File: src/rtl/credit_rx_port.sv
// Receive side of a credit-based flit link: buffers incoming flits in a small
// FIFO, presents them downstream with valid/ready, and returns one credit
// pulse per flit drained so the sender can re-arm.
module credit_rx_port #(
    parameter int unsigned DATA_W = 20,
    parameter int unsigned DEPTH  = 4,
    parameter int unsigned PTR_W  = 2
) (
    input  logic              clk,
    input  logic              RST,
    input  logic [DATA_W-1:0] datain,
    input  logic              in_valid,
    output logic              co,
    output logic [DATA_W-1:0] dataout,
    output logic              out_valid,
    input  logic              out_ready,
    output logic [PTR_W:0]    occupancy,
    output logic              overflow
);

    localparam int unsigned OCC_W = PTR_W + 1;

    logic [DATA_W-1:0] mem [DEPTH];
    logic [PTR_W-1:0]  wr_ptr;
    logic [PTR_W-1:0]  rd_ptr;
    logic [OCC_W-1:0]  occ_q;
    logic              co_q;
    logic              ovf_q;

    logic              full;
    logic              pop;
    logic              push;
    logic              drop;

    // Handshake decode; a full FIFO still accepts a flit when a slot frees this cycle.
    always_comb begin
        full = (occ_q == OCC_W'(DEPTH));
        pop  = (occ_q != '0) && out_ready;
        push = in_valid && (!full || pop);
        drop = in_valid && full && !pop;
    end

    // Flit storage; contents are left untouched by reset.
    always_ff @(posedge clk) begin
        if (RST && push) begin
            mem[wr_ptr] <= datain;
        end
    end

    // Pointers, fill level, credit pulse and sticky overflow flag.
    always_ff @(posedge clk) begin
        if (!RST) begin
            wr_ptr <= '0;
            rd_ptr <= '0;
            occ_q  <= '0;
            co_q   <= 1'b0;
            ovf_q  <= 1'b0;
        end else begin
            if (push) begin
                wr_ptr <= wr_ptr + PTR_W'(1);
            end
            if (pop) begin
                rd_ptr <= rd_ptr + PTR_W'(1);
            end
            if (push && !pop) begin
                occ_q <= occ_q + OCC_W'(1);
            end else if (pop && !push) begin
                occ_q <= occ_q - OCC_W'(1);
            end
            co_q <= pop;
            if (drop) begin
                ovf_q <= 1'b1;
            end
        end
    end

    // Head of FIFO is read straight from storage; no write-to-read bypass.
    always_comb begin
        dataout   = mem[rd_ptr];
        out_valid = (occ_q != '0);
        occupancy = occ_q;
        co        = co_q;
        overflow  = ovf_q;
    end

endmodule
File: config.mk
export PLATFORM = sky130hd
export DESIGN_NAME = credit_rx_port
export DESIGN_NICKNAME = d
export VERILOG_FILES = /design/src/rtl/credit_rx_port.sv
export SDC_FILE = /design/constraint.sdc
export NUM_CORES = 1
export LEC_CHECK = 0
export CORE_UTILIZATION = 48
export CTS_BUF_LIST = sky130_fd_sc_hd__clkbuf_16
export CTS_CLUSTER_SIZE = 16
export DETAILED_ROUTE_END_ITERATION = 10
export PLACE_DENSITY = 0.75
export SYNTH_ARGS = -nofsm -noshare
export SYNTH_HDL_FRONTEND = slang
export SYNTH_SLANG_ARGS = --single-unit
File: constraint.sdc
create_clock -name clk -period 2.15 [get_ports clk]
set_clock_uncertainty 0.15 [all_clocks]
set_input_delay 0.215 -clock clk [delete_from_list [all_inputs] [get_ports clk]]
set_output_delay 0.215 -clock clk [all_outputs]
set_load 0.02 [all_outputs]
==> impl_metrics.sql <==
INSERT INTO impl_metrics (metric_group, metric, value, unit) VALUES
('final_layout', 'layout.nets', '260', ''),
('critical_path', 'crit-reg2reg-launch', 'occupancy[2]', ''),
('power', 'powerDensity', '1137', 'nW/um^2'),
('power', 'power.share.clock', '0.296', ''),
('logic_synthesis', 'yosysUniqueCellTypes', '23', ''),
('critical_path', 'reg2reg_to', 'occupancy[2]', ''),
('logic_synthesis', 'synth.ff_latch_count', '91', ''),
('global_routing', 'gr-total-overflow', '0', ''),
('power', 'internal-power', '3.764', 'mW'),
('outcome', 'run_status', 'completed', ''),
('routing', 'detail_route.drc_violations', '0', ''),
('sta', 'setup-violations-final', '0', ''),
('routing', 'dr_total_vias', '1690', ''),
('cts', 'clock_network_latency_to_the_later_pin_of_the_worst_skew_pair', '0.33', 'ns'),
('cts', 'cts.path.max_buffers', '2', ''),
('sta', 'slew_headroom', '0.7581', ''),
('routing', 'routed_wl', '5.623', 'mm'),
('routing', 'detail_route.iter0.violations', '77', ''),
('die', 'initial_utilization', '0.5007', ''),
('logic_synthesis', 'yosys_warning_count', '0', ''),
('sta', 'slew_viol_final', '0', ''),
('die', 'die_footprint', '7468', 'um^2'),
('final_layout', 'layout-drive-gt1-share', '0.2681', ''),
('critical_path', 'criticalPathCategory', 'reg2out', ''),
('routing', 'post_drt_wl_per_cell', '16.99', 'um'),
('worst_hold_path', 'min_to', 'wr_ptr[1]', ''),
('logic_synthesis', 'synth_area_leader_cell', 'edfxtp_1', ''),
('power', 'pwr-share-comb', '0.283', ''),
('job', 'timing.max_cap.violations', '0', ''),
('cts', 'tritoncts', 'built', ''),
('logic_synthesis', 'postSynthCellCount', '157', ''),
('power', 'proportion_of_total_power_due_to_net_switching', '0.2722', ''),
('die', 'die_y', '86.42', 'um'),
('sta', 'post-route-period-util', '0.9725', ''),
('placement', 'gp_routability_congestion', '0.6618', ''),
('sta', 'clock.fmax', '0.4783', 'GHz'),
('global_routing', 'overall_track_demand_over_capacity_in_global_routing', '0.1733', ''),
('worst_hold_path', 'worst_hold_stages', '2', ''),
('sta', 'post-route-min-period', '2.091', 'ns'),
('global_routing', 'grt_first_pass_wirelength', '9.052', 'mm'),
('logic_synthesis', 'synthesis.area_per_instance', '21.79', 'um^2'),
('placement', 'place_hpwl', '3.738', 'mm'),
('final_layout', 'reg_area', '2635', 'um^2'),
('sta', 'hold_violations', '0', ''),
('routing', 'via_per_inst', '5.106', ''),
('final_layout', 'nFillCells', '461', ''),
('final_layout', 'antenna_cells_inserted', '0', ''),
('final_layout', 'layout_common_cells', '80 x edfxtp_1, 29 x clkdlybuf4s50_1, 20 x mux4_2', ''),
('final_layout', 'layout.cells.most_common', 'edfxtp_1', ''),
('final_layout', 'area_growth', '32.92', '%'),
('critical_path', 'req_time_crit_path', '1.78', 'ns'),
('power', 'design_power_total', '5.172', 'mW'),
('critical_path', 'endpoint_class_of_the_critical_path', 'primary output', ''),
('power', 'power.ir.vdd_worst', '857.2', 'uV'),
('global_routing', 'grt_antenna_before_repair', '0', ''),
('sta', 'fin_hold_ws', '0.3566', 'ns'),
('critical_path', 'worst-r2r-cell-count', '8', ''),
('die', 'die_width', '86.42', 'um'),
('sta', 'timing.final.ws_setup', '0.05923', 'ns'),
('cts', 'worst_setup_hold_path_clk_slew', '0.06', 'ns'),
('die', 'std_cell_rows', '30', ''),
('sta', 'tightest_slew', '0.3572', 'ns'),
('critical_path', 'critical_path.startpoint_type', 'flop', ''),
('placement', 'detailedPlace.worstSlack', '-0.2591', 'ns'),
('final_layout', 'multiInputGateArea', '780.7', 'um^2'),
('cts', 'cts_made_buffers', '9', ''),
('worst_hold_path', 'min-delay-path-class', 'reg2reg', ''),
('logic_synthesis', 'synth-seq-area-share', '0.7666', ''),
('final_layout', 'layout.core_utilization', '0.6656', ''),
('logic_synthesis', 'netlist_top_cells_area', 'edfxtp_1 70%, mux4_2 13%, dfxtp_1 6.4%, ha_1 1.8%, and3_1 0.91%', ''),
('power', 'power_switching', '1.408', 'mW');
## through the flow
stage	cell area, um^2	std cells
after floorplan	3442	157
after global placement	4210	313
after detailed placement	4210	313
after CTS	4501	330
after global routing	4547	331
final	4547	331
## flip-flops by register name (all words and copies together), names as in the netlist, named ones only
signal and cells:
rd_ptr 2, occupancy 3, wr_ptr 2, overflow 1, mem 80, co 1
## what timing repair did
item                                   CTS  global route
buffers inserted                         1             0
pin swaps                                1             1
endpoints found under the hold margin    0             0
cloned                                   0             1
gates resized for setup                 23             8
hold buffers                             0             0
setup endpoints to repair               21            21
## power groups by stage
stage               Sequential [mW]  Clock [mW]  Combinational, mW
global route                   2.20        1.64               1.56
CTS                            2.16        1.57               1.42
detailed placement             2.20           0               1.50
floorplan                      2.21           0              0.839
finish                         2.18        1.53               1.46
global placement               2.19           0               1.49
## logic make-up after synthesis
logic type | synth area share
flops | 0.7666
mux | 0.1405
simple gates | 0.03438
buf+inv | 0.01280
fa+ha+maj | 0.02414
compound gates | 0.01134
xor+xnor | 0.01024
## cells in the mapped netlist, drive strengths merged
| master | n |
|---|---|
| a21boi | 1 |
| a21oi | 1 |
| and2 | 4 |
| and3 | 5 |
| buf | 3 |
| clkbuf | 3 |
| dfxtp | 11 |
| edfxtp | 80 |
| fa | 1 |
| ha | 5 |
| inv | 3 |
| mux2i | 3 |
| mux4 | 20 |
| nand2 | 4 |
| nor2b | 3 |
| nor4b | 1 |
| o21ai | 1 |
| o311ai | 1 |
| o31ai | 1 |
| or3 | 2 |
| xnor2 | 3 |
| xor2 | 1 |
## worst max-delay path, stage by stage (launching register included)
cell and delay (ns):
dfxtp_4 0.39, clkbuf_16 0.17, mux4_2 0.50, dlygate4sd2_1 0.33
## layer usage
layer  track usage  wire length, um  part of all wire
met5             0                0                 0
met4       0.07121               67             0.012
met3       0.06190              287             0.051
met2        0.3081             3094              0.55
met1        0.1881             2175              0.39
## final cells by class
cell class	count	area share
clock buffer	9	0.04953
tap	96	0.02642
inverter	3	0.002477
clock inverter	7	0.01679
sequential	91	0.5795
multi-input combinational	57	0.1717
timing repair buffer	68	0.1535
## worst max-delay path by stage
| stage | startpoint | endpoint | slack, ns | depth (start not counted) |
|---|---|---|---|---|
| after CTS | flop | dataout[5] | -0.02 | 3 |
| final | flop | dataout[19] | 0.06 | 3 |
| after floorplan | occupancy[2] | occupancy[2] | 0.03 | 7 |
| after global placement | out_ready | occupancy[2] | -0.21 | 9 |
| after global routing | occupancy[2] | occupancy[2] | -0.02 | 8 |
| after detailed placement | out_ready | occupancy[2] | -0.26 | 9 |
(Power assumes the default switching activity.)
